$ cat config.mk
export PLATFORM = sky130hd
export DESIGN_NAME = store_unit
export DESIGN_NICKNAME = d
export VERILOG_FILES = /design/src/rtl/core_pkg.sv /design/src/rtl/store_align.sv /design/src/rtl/store_unit.sv
export SDC_FILE = /design/constraint.sdc
export NUM_CORES = 1
export LEC_CHECK = 0
export ABC_CLOCK_PERIOD_IN_PS = 3100
export CAP_MARGIN = 10
export CORE_MARGIN = 2
export CORE_UTILIZATION = 43
export CTS_CLUSTER_SIZE = 25
export DETAILED_ROUTE_END_ITERATION = 7
export PLACE_DENSITY_LB_ADDON = 0.1
export SYNTH_ARGS = -nofsm -noshare
export SYNTH_HDL_FRONTEND = slang
export SYNTH_SLANG_ARGS = --single-unit
$ cat constraint.sdc
create_clock -name clk -period 3.1 [get_ports clk]
set_clock_uncertainty 0.1 [all_clocks]
set_input_delay 0.93 -clock clk [delete_from_list [all_inputs] [get_ports clk]]
set_output_delay 0.93 -clock clk [all_outputs]
set_load 0.01 [all_outputs]
$ cat src/rtl/core_pkg.sv
// ---------------------------------------------------------------------------
// core_pkg
// Shared load/store definitions used by the store path:
//   - LSCtrl encodings (LB..SW)
//   - store FSM state encoding
//   - byte/half/word base strobe masks
//   - lane payload struct used for the held second beat
//   - is_store() helper
// Build option: STORE_UNIT_MISALIGN_SPLIT_EN (consumed by store_unit).
// ---------------------------------------------------------------------------
package core_pkg;

    localparam int unsigned LSCTRL_W = 3;
    localparam int unsigned DATA_W   = 32;
    localparam int unsigned STRB_W   = 4;

    // Load/store control codes
    localparam logic [LSCTRL_W-1:0] LS_LB  = 3'b000;
    localparam logic [LSCTRL_W-1:0] LS_LH  = 3'b001;
    localparam logic [LSCTRL_W-1:0] LS_LW  = 3'b010;
    localparam logic [LSCTRL_W-1:0] LS_LBU = 3'b011;
    localparam logic [LSCTRL_W-1:0] LS_LHU = 3'b100;
    localparam logic [LSCTRL_W-1:0] LS_SB  = 3'b101;
    localparam logic [LSCTRL_W-1:0] LS_SH  = 3'b110;
    localparam logic [LSCTRL_W-1:0] LS_SW  = 3'b111;

    // Base strobe masks before lane shifting
    localparam logic [STRB_W-1:0] MASK_B = 4'b0001;
    localparam logic [STRB_W-1:0] MASK_H = 4'b0011;
    localparam logic [STRB_W-1:0] MASK_W = 4'b1111;

    typedef enum logic [1:0] {
        ST_IDLE  = 2'd0,
        ST_BEAT0 = 2'd1,
        ST_BEAT1 = 2'd2
    } store_state_t;

    // One write-beat lane payload (data + byte strobes)
    typedef struct packed {
        logic [DATA_W-1:0] data;
        logic [STRB_W-1:0] strb;
    } lane_t;

    function automatic logic is_store(input logic [LSCTRL_W-1:0] code);
        return (code == LS_SB) || (code == LS_SH) || (code == LS_SW);
    endfunction

endpackage

$ cat src/rtl/store_align.sv
// ---------------------------------------------------------------------------
// store_align
// Combinational lane generator: places the byte/half/word of the store value
// at the byte offset within a two-word window and flags word-crossing stores.
// Ports:
//   i_lsctrl  in   3   load/store code (non-store codes give zero strobes)
//   i_off     in   2   byte offset addr[1:0]
//   i_wdata   in   32  rs2 value
//   o_strb    out  8   strobes for {beat1, beat0}
//   o_data    out  64  lane-shifted data for {beat1, beat0}
//   o_cross   out  1   store touches the following word
// ---------------------------------------------------------------------------
module store_align
    import core_pkg::*;
(
    input  logic [LSCTRL_W-1:0]   i_lsctrl,
    input  logic [1:0]            i_off,
    input  logic [DATA_W-1:0]     i_wdata,
    output logic [2*STRB_W-1:0]   o_strb,
    output logic [2*DATA_W-1:0]   o_data,
    output logic                  o_cross
);

    logic [STRB_W-1:0] w_mask;
    logic [DATA_W-1:0] w_base;

    // Select base mask and zero-extended base data from the store size
    always_comb begin
        w_mask = '0;
        w_base = '0;
        case (i_lsctrl)
            LS_SB: begin
                w_mask = MASK_B;
                w_base = {24'h0, i_wdata[7:0]};
            end
            LS_SH: begin
                w_mask = MASK_H;
                w_base = {16'h0, i_wdata[15:0]};
            end
            LS_SW: begin
                w_mask = MASK_W;
                w_base = i_wdata;
            end
            default: begin
                w_mask = '0;
                w_base = '0;
            end
        endcase
    end

    assign o_strb  = {4'b0000, w_mask} << i_off;
    assign o_data  = {32'h0, w_base} << {i_off, 3'b000};
    assign o_cross = |o_strb[2*STRB_W-1:STRB_W];

endmodule

$ cat src/rtl/store_unit.sv
// ---------------------------------------------------------------------------
// store_unit
// Converts SB/SH/SW requests into word-aligned data-memory write beats with
// byte strobes over a valid/ready handshake.
// Build option: STORE_UNIT_MISALIGN_SPLIT_EN
//   defined   - word-crossing stores are issued as two beats; err stays 0
//   undefined - word-crossing stores are dropped with a one-cycle err pulse
// Ports:
//   clk, rst    in        clock, asynchronous active-high reset
//   req_valid   in   1    store request present
//   req_ready   out  1    request accepted this edge when high (IDLE only)
//   LSCtrl      in   3    load/store code
//   addr        in   AW   byte address
//   wdata       in   32   store value
//   mem_valid   out  1    write beat valid
//   mem_ready   in   1    memory accepts beat
//   mem_addr    out  AW   word-aligned beat address
//   mem_wdata   out  32   lane-shifted write data
//   mem_wstrb   out  4    byte strobes
//   done        out  1    pulse after final beat of a store is accepted
//   err         out  1    pulse on a rejected crossing store
// ---------------------------------------------------------------------------
module store_unit
    import core_pkg::*;
#(
    parameter int unsigned ADDR_W = 32
) (
    input  logic                 clk,
    input  logic                 rst,
    input  logic                 req_valid,
    output logic                 req_ready,
    input  logic [LSCTRL_W-1:0]  LSCtrl,
    input  logic [ADDR_W-1:0]    addr,
    input  logic [DATA_W-1:0]    wdata,
    output logic                 mem_valid,
    input  logic                 mem_ready,
    output logic [ADDR_W-1:0]    mem_addr,
    output logic [DATA_W-1:0]    mem_wdata,
    output logic [STRB_W-1:0]    mem_wstrb,
    output logic                 done,
    output logic                 err
);

    store_state_t r_state;
    store_state_t w_state_nxt;

    logic                r_req_ready;
    logic                r_mem_valid;
    logic [ADDR_W-1:0]   r_mem_addr;
    logic [DATA_W-1:0]   r_mem_wdata;
    logic [STRB_W-1:0]   r_mem_wstrb;
    logic                r_done;
    logic                r_err;

    logic                w_req_ready_nxt;
    logic                w_mem_valid_nxt;
    logic [ADDR_W-1:0]   w_mem_addr_nxt;
    logic [DATA_W-1:0]   w_mem_wdata_nxt;
    logic [STRB_W-1:0]   w_mem_wstrb_nxt;
    logic                w_done_nxt;
    logic                w_err_nxt;

    logic [2*STRB_W-1:0] w_strb8;
    logic [2*DATA_W-1:0] w_data64;
    logic                w_cross;
    logic                w_accept;
    logic                w_is_store;
    logic [ADDR_W-1:0]   w_base_addr;

    store_align u_align (
        .i_lsctrl (LSCtrl),
        .i_off    (addr[1:0]),
        .i_wdata  (wdata),
        .o_strb   (w_strb8),
        .o_data   (w_data64),
        .o_cross  (w_cross)
    );

    assign w_accept    = req_valid && r_req_ready;
    assign w_is_store  = is_store(LSCtrl);
    assign w_base_addr = {addr[ADDR_W-1:2], 2'b00};

`ifdef STORE_UNIT_MISALIGN_SPLIT_EN
    lane_t             r_hi;
    logic [ADDR_W-1:0] r_hi_addr;
    logic              r_cross;

    // Second-beat payload is taken at acceptance so later input changes are ignored
    always_ff @(posedge clk or posedge rst) begin
        if (rst) begin
            r_hi      <= '0;
            r_hi_addr <= '0;
            r_cross   <= 1'b0;
        end else if (w_accept) begin
            r_hi.data <= w_data64[2*DATA_W-1:DATA_W];
            r_hi.strb <= w_strb8[2*STRB_W-1:STRB_W];
            r_hi_addr <= w_base_addr + ADDR_W'(4);
            r_cross   <= w_cross;
        end
    end
`else
    logic w_unused_hi;
    assign w_unused_hi = ^{w_data64[2*DATA_W-1:DATA_W], w_strb8[2*STRB_W-1:STRB_W]};
`endif

    // State register
    always_ff @(posedge clk or posedge rst) begin
        if (rst) begin
            r_state <= ST_IDLE;
        end else begin
            r_state <= w_state_nxt;
        end
    end

    // Next-state logic
    always_comb begin
        w_state_nxt = r_state;
        case (r_state)
            ST_IDLE: begin
                if (w_accept && w_is_store) begin
`ifdef STORE_UNIT_MISALIGN_SPLIT_EN
                    w_state_nxt = ST_BEAT0;
`else
                    if (!w_cross) begin
                        w_state_nxt = ST_BEAT0;
                    end
`endif
                end
            end
            ST_BEAT0: begin
                if (mem_ready) begin
`ifdef STORE_UNIT_MISALIGN_SPLIT_EN
                    w_state_nxt = r_cross ? ST_BEAT1 : ST_IDLE;
`else
                    w_state_nxt = ST_IDLE;
`endif
                end
            end
`ifdef STORE_UNIT_MISALIGN_SPLIT_EN
            ST_BEAT1: begin
                if (mem_ready) begin
                    w_state_nxt = ST_IDLE;
                end
            end
`endif
            default: begin
                w_state_nxt = ST_IDLE;
            end
        endcase
    end

    // Next values of the registered outputs; beat fields hold until a new beat loads
    always_comb begin
        w_req_ready_nxt = (w_state_nxt == ST_IDLE);
        w_mem_valid_nxt = (w_state_nxt != ST_IDLE);
        w_mem_addr_nxt  = r_mem_addr;
        w_mem_wdata_nxt = r_mem_wdata;
        w_mem_wstrb_nxt = r_mem_wstrb;
        w_done_nxt      = 1'b0;
        w_err_nxt       = 1'b0;
        case (r_state)
            ST_IDLE: begin
                if (w_state_nxt == ST_BEAT0) begin
                    w_mem_addr_nxt  = w_base_addr;
                    w_mem_wdata_nxt = w_data64[DATA_W-1:0];
                    w_mem_wstrb_nxt = w_strb8[STRB_W-1:0];
                end
`ifndef STORE_UNIT_MISALIGN_SPLIT_EN
                if (w_accept && w_is_store && w_cross) begin
                    w_err_nxt = 1'b1;
                end
`endif
            end
            ST_BEAT0: begin
                if (mem_ready) begin
`ifdef STORE_UNIT_MISALIGN_SPLIT_EN
                    if (r_cross) begin
                        w_mem_addr_nxt  = r_hi_addr;
                        w_mem_wdata_nxt = r_hi.data;
                        w_mem_wstrb_nxt = r_hi.strb;
                    end else begin
                        w_done_nxt = 1'b1;
                    end
`else
                    w_done_nxt = 1'b1;
`endif
                end
            end
`ifdef STORE_UNIT_MISALIGN_SPLIT_EN
            ST_BEAT1: begin
                if (mem_ready) begin
                    w_done_nxt = 1'b1;
                end
            end
`endif
            default: begin
                w_done_nxt = 1'b0;
            end
        endcase
    end

    // Output registers
    always_ff @(posedge clk or posedge rst) begin
        if (rst) begin
            r_req_ready <= 1'b1;
            r_mem_valid <= 1'b0;
            r_mem_addr  <= '0;
            r_mem_wdata <= '0;
            r_mem_wstrb <= '0;
            r_done      <= 1'b0;
            r_err       <= 1'b0;
        end else begin
            r_req_ready <= w_req_ready_nxt;
            r_mem_valid <= w_mem_valid_nxt;
            r_mem_addr  <= w_mem_addr_nxt;
            r_mem_wdata <= w_mem_wdata_nxt;
            r_mem_wstrb <= w_mem_wstrb_nxt;
            r_done      <= w_done_nxt;
            r_err       <= w_err_nxt;
        end
    end

    assign req_ready = r_req_ready;
    assign mem_valid = r_mem_valid;
    assign mem_addr  = r_mem_addr;
    assign mem_wdata = r_mem_wdata;
    assign mem_wstrb = r_mem_wstrb;
    assign done      = r_done;
    assign err       = r_err;

endmodule

==> results of run 1 <==
-- logic make-up after synthesis --
logic type	share of synthesized area (%)
other	0.1067
and+or+nand+nor	6.655
muxes	25.66
DFF	51.28
AOI/OAI and AO/OA	9.965
buffers and inverters	6.334
-- flip-flops by register name, indices dropped and copies added (netlist names) --
signal     flops
mem_wstrb      4
mem_wdata     32
done           1
req_ready      1
r_state        2
mem_valid      1
mem_addr      30
err            1
-- cells in the final DEF, fill, tap and decap left out, types with 2 or more instances in the layout --
cell / count
inv_1: 12
buf_12: 2
mux2i_1: 17
clkbuf_8: 12
mux2_2: 65
or2_2: 2
dfrtp_1: 71
o2bb2ai_1: 8
nor2_1: 22
a22oi_1: 16
nand2b_1: 2
inv_2: 2
conb_1: 3
buf_4: 8
a21oi_1: 5
clkinvlp_4: 3
nand2_1: 14
o211ai_1: 2
clkdlybuf4s50_1: 140
o21ai_0: 3
a221o_1: 8
-- through the flow --
stage	setup slack (ns)	hold WS (ns)	cells	utilization [%]	power, mW
floorplan	0.2467	0.3868	285	-	1.614
global placement	0.1456	0.3889	515	63.81	2.150
detailed placement	0.1385	0.3949	515	63.81	2.176
CTS	0.4902	0.4113	531	66.28	2.897
global route	0.3831	0.4176	531	66.28	3.003
finish	0.4477	0.4040	531	66.28	2.859
-- per-layer routing --
layer	wire [um]	vias to the layer above	global-route usage, %	share of wire [%]
met5	0	-	0	0
met4	132	0	8.696	1.5
met3	805	11	6.464	8.9
met2	4204	114	33.45	46
met1	3911	1336	26.15	43
li1	-	1282	-	-
-- synthesized netlist by cell type (all sizes together) --
cell type / n
nand2: 14
or2: 2
o2bb2ai: 8
o21ai: 3
clkbuf: 4
nand3b: 1
a21oi: 7
buf: 18
nor3b: 1
conb: 1
mux2: 65
mux2i: 17
inv: 14
nor2: 22
nand3: 1
o211ai: 2
dfrtp: 71
and2: 1
nor2b: 1
dfstp: 1
a22oi: 16
nand4b: 1
nand2b: 2
and4bb: 1
a221o: 8
and4: 1
-- how the worst min path moves through the flow --
stage                   from            end  depth (start not counted)
2_1_floorplan     r_state[0]           done                          2
3_3_place_gp    mem_addr[29]   mem_addr[29]                          1
3_5_place_dp   mem_wdata[13]  mem_wdata[13]                          1
4_1_cts         mem_addr[30]   mem_addr[30]                          1
5_1_grt         mem_addr[30]   mem_addr[30]                          1
6_report        mem_addr[30]   mem_addr[30]                          1
-- area by class of cell --
cell class	instances	area [um2]
clock buffer	12	165.2
clock inverter	4	27.53
fill	638	2633
inverter	14	52.55
multi-input combinational	177	1498
sequential	72	1803
tap	102	127.6
timing repair buffer	150	1501
-- power by group --
group	total, mW	internal, mW	switching [mW]
combinational	0.919	0.576	0.343
sequential	1.23	1.13	0.102
clock	0.706	0.355	0.352
==> results by group, run 1 <==
STA
  – Worst Tran Pin Value: 0.6668 ns
  – Setup TNS: 0 ns
  – Setup violators final: 0
  – Slew Viols, Final: 0
  – Tmin final: 2.652 ns
  – Final hold vios: 0
  – Final period util: 85.56%
  – Unrepaired setup endpoints after global routing: false
  – Headroom to the max-slew limit: 55.38%
  – Fmax: 377.0 MHz

Worst setup path
  – Cell family contributing the most delay on the critical path: buffers and inverters
  – CP bufs+invs: 2
  – Crit Path Class: in -> reg
  – WP depth: 6
  – Critical path's largest stage delay: 0.56 ns
  – Crit path from: LSCtrl[1]
  – Critical Path Sink: mem_wdata[30]
  – Reg2Reg Depth: 5
  – Critical-path cell list: clkdlybuf4s50_1, buf_4, o211ai_1, nor2_1, a221o_1, mux2_2
  – RR Startpoint: req_ready
  – R2R Setup Slk: 1.16 ns
  – Critical path required time: 3.28 ns
  – FF-to-FF End: mem_addr[18]
  – Crit. End Element: flip-flop
  – CP max-delay cell: clkdlybuf4s50_1
  – Worst Setup Start Kind: primary input
  – WP data arrival: 2.84 ns
  – Max FO, Critical Path: 12

Power and ir drop
  – Peak supply drop: 0.0003703 V
  – Leak: 2.200 nW
  – PwrDens: 552.5 mW/mm2

Global route
  – Antenna violations before repair: 0
  – Grt ovf: 0
  – All-Layer GR Usage: 20.82%
  – Largest net degree at the start of global routing: 73
  – Vias in the first global route: 2885
  – First-pass GRT wire length: 14310 um

Placed design
  – Placer Congestion: 0.8354
  – Placed cell area: 0.004982 mm2
  – Post-DP HPWL: 6392 um
  – Port Buffer Count: 140

Cells and area
  – Synth-to-Final Area Change: 47.19%
  – Final nets: 495
  – Design Area, Final: 0.005175 mm2
  – Share of layout cells above drive strength 1: 23.54%
  – Inserted Diodes: 0

Floorplan
  – Initial Utilization: 45.03%
  – Chip height: 94.43 um
  – Chip width: 94.43 um
  – # rows: 32
  – Die area: 0.008916 mm2
  – Ports: 143
  – Core ar.: 0.007807 mm2

Worst hold path
  – Worst min path class: reg -> reg

Clocking
  – Hold-fix buffers, CTS: 0
  – CTS clk-pin slew, worst paths: 0.08 ns
  – Post-CTS Setup Inserts: 0
  – Latest clock arrival within the worst-skew pair: 0.33 ns
  – CTS buffer count: 9
  – CTS max path bufs: 2
  – CTS H-tree lvls: 3
  – Clock root buffer: clkbuf_8
  – Resized cells post-CTS: 0
  – Clock Sinks: 72
  – TritonCTS clock tree: yes

Synth
  – Seq cells post-synth: 72
  – YS warnings: 0
  – Mapped cell area: 0.003516 mm2
  – Post-Syn Instances: 283
  – Syn avg cell area: 12.42 um2
  – Post-synthesis sequential area ratio: 51.28%
  – Synth top area cells: dfrtp_1 51%, mux2_2 21%, mux2i_1 4.8%
  – Synth cell types: 32
  – Cell accounting for the most synthesized area: dfrtp_1
  – Top cell type's share of synthesized area: 50.53%

Routing
  – Final wirelength: 9054 um
  – Vias per cell: 5.166
  – Residual DRC: 0
  – Drt first pass iters: 4
  – Drt wl/cell: 17.05 um
  – Iteration-0 DRC Markers: 119
  – Post-route ant nets: 0
  – DR vias: 2743

Run status
  – Status: complete, no violations

Flow run
  – Max Cap Viol: 0
Note: power is estimated with default switching activity, not from simulation.
==> run 2: changes to the inputs <==
RECOVER_POWER = 25   (was unset)
==> results by group, run 2 (synthesis gave the netlist of run 1 again) <==
Floorplan
  – Initial Utilization: 45.03%
  – Die area: 0.008916 mm2
  – Chip width: 94.43 um
  – Ports: 143
  – Chip height: 94.43 um
  – Core ar.: 0.007807 mm2
  – # rows: 32

Cells and area
  – Inserted Diodes: 0
  – Commonest cells after routing, fill and taps aside: 139 x clkdlybuf4s50_1, 71 x dfrtp_1, 65 x mux2_2, 22 x nor2_1, 17 x mux2i_1
  – Synth-to-Final Area Change: 46.76%
  – Post-layout util: 66.09%
  – Design Area, Final: 0.005160 mm2
  – Final nets: 495
  – Share of layout cells above drive strength 1: 23.31%
  – Area occupied by multi-input gates: 0.001498 mm2
  – Fillers: 639
  – FF+latch area: 0.001803 mm2
  – Max FFs per register: 32
  – Most common cell after layout, fill and taps aside: clkdlybuf4s50_1

Clocking
  – Clock Sinks: 72
  – Latest clock arrival within the worst-skew pair: 0.33 ns
  – Post-CTS Setup Inserts: 0
  – CTS buffer count: 9
  – Resized cells post-CTS: 0
  – Clock root buffer: clkbuf_8
  – CTS H-tree lvls: 3
  – TritonCTS clock tree: yes
  – CTS clk-pin slew, worst paths: 0.08 ns
  – Hold-fix buffers, CTS: 0
  – CTS max path bufs: 2

STA
  – Worst Tran Pin Value: 1.593 ns
  – Final hold vios: 0
  – Slew Viols, Final: 73
  – Headroom to the max-slew limit: -6.173%
  – Final Hold Slack: 0.4038 ns
  – Setup violators final: 0
  – Unrepaired setup endpoints after global routing: false
  – Tmin final: 2.614 ns
  – Setup TNS: 0 ns
  – Final period util: 84.32%
  – Fmax: 382.6 MHz

Placed design
  – Placed cell area: 0.004982 mm2
  – Port Buffer Count: 140
  – Post-DP HPWL: 6392 um
  – Placer Congestion: 0.8354

Routing
  – Iteration-0 DRC Markers: 119
  – Drt wl/cell: 16.99 um
  – DR vias: 2739
  – Vias per cell: 5.158
  – Post-route ant nets: 0
  – Drt first pass iters: 4
  – Final wirelength: 9024 um
  – Residual DRC: 0

Power and ir drop
  – PwrDens: 553.7 mW/mm2
  – Peak supply drop: 0.0003702 V
  – Leak: 2.192 nW

Run status
  – Failing checks: max-capacitance violations, max-slew violations
  – Status: finished with violations

Worst setup path
  – RR Startpoint: req_ready
  – Crit Path Class: in -> reg
  – FF-to-FF End: mem_addr[9]
  – Max FO, Critical Path: 12
  – Critical path required time: 3.28 ns
  – Worst Setup Start Kind: primary input
  – Crit path from: LSCtrl[1]
  – Reg2Reg Depth: 5
  – R2R Setup Slk: 1.16 ns
  – WP data arrival: 2.80 ns
  – Crit. End Element: flip-flop

Global route
  – First-pass GRT wire length: 14310 um
  – Antenna violations before repair: 0
  – All-Layer GR Usage: 20.82%
  – Largest net degree at the start of global routing: 73
  – Grt ovf: 0
  – Vias in the first global route: 2885

Flow run
  – Max Cap Viol: 1

Worst hold path
  – Min-delay src: mem_addr[30]
  – Worst min path class: reg -> reg
  – Cell count of the worst hold path: 1
  – Hold Path Sink: mem_addr[30]
[run 2: cell type report]
type,instances,area share [%]
Clock inverter,4,0.5335
Clock buffer,12,3.201
Inverter,14,1.018
Multi-Input combinational cell,177,29.03
Tap cell,102,2.473
Timing Repair Buffer,150,28.81
Sequential cell,72,34.94
[run 2: worst max-delay path: stages]
cell and delay (ns):
clkdlybuf4s50_1 0.55, buf_4 0.23, o211ai_1 0.12, nor2_1 0.52
a221o_1 0.29, mux2_2 0.15
[run 2: worst max path at each step]
| stage | to | depth (start not counted) |
|---|---|---|
| after global placement | mem_wdata[12] | 6 |
| after detailed placement | mem_addr[18] | 6 |
| after global routing | mem_wdata[9] | 3 |
| after CTS | mem_wstrb[0] | 6 |
| after floorplan | done | 1 |
| final | mem_wdata[30] | 6 |
[run 2: stage by stage]
step	cells	worst slack, ns	total power [mW]
after floorplan	285	0.2467	1.614
after global placement	515	0.1456	2.150
after detailed placement	515	0.1385	2.176
after CTS	531	0.4902	2.897
after global routing	531	0.2268	2.999
final	531	0.4861	2.857
[run 2: where the power goes]
part | total, mW | switching [mW] | internal [mW]
clock network | 0.708 | 0.354 | 0.355
registers | 1.23 | 0.102 | 1.13
logic | 0.915 | 0.341 | 0.573
[run 2: routing by layer]
metal | wire [um] | up-vias | track usage [%] | share of wire [%]
li1 | - | 1284 | - | -
met1 | 3802 | 1312 | 26.15 | 42
met2 | 4203 | 130 | 33.45 | 47
met3 | 851 | 13 | 6.464 | 9.4
met4 | 166 | 0 | 8.696 | 1.8
met5 | 0 | - | 0 | 0
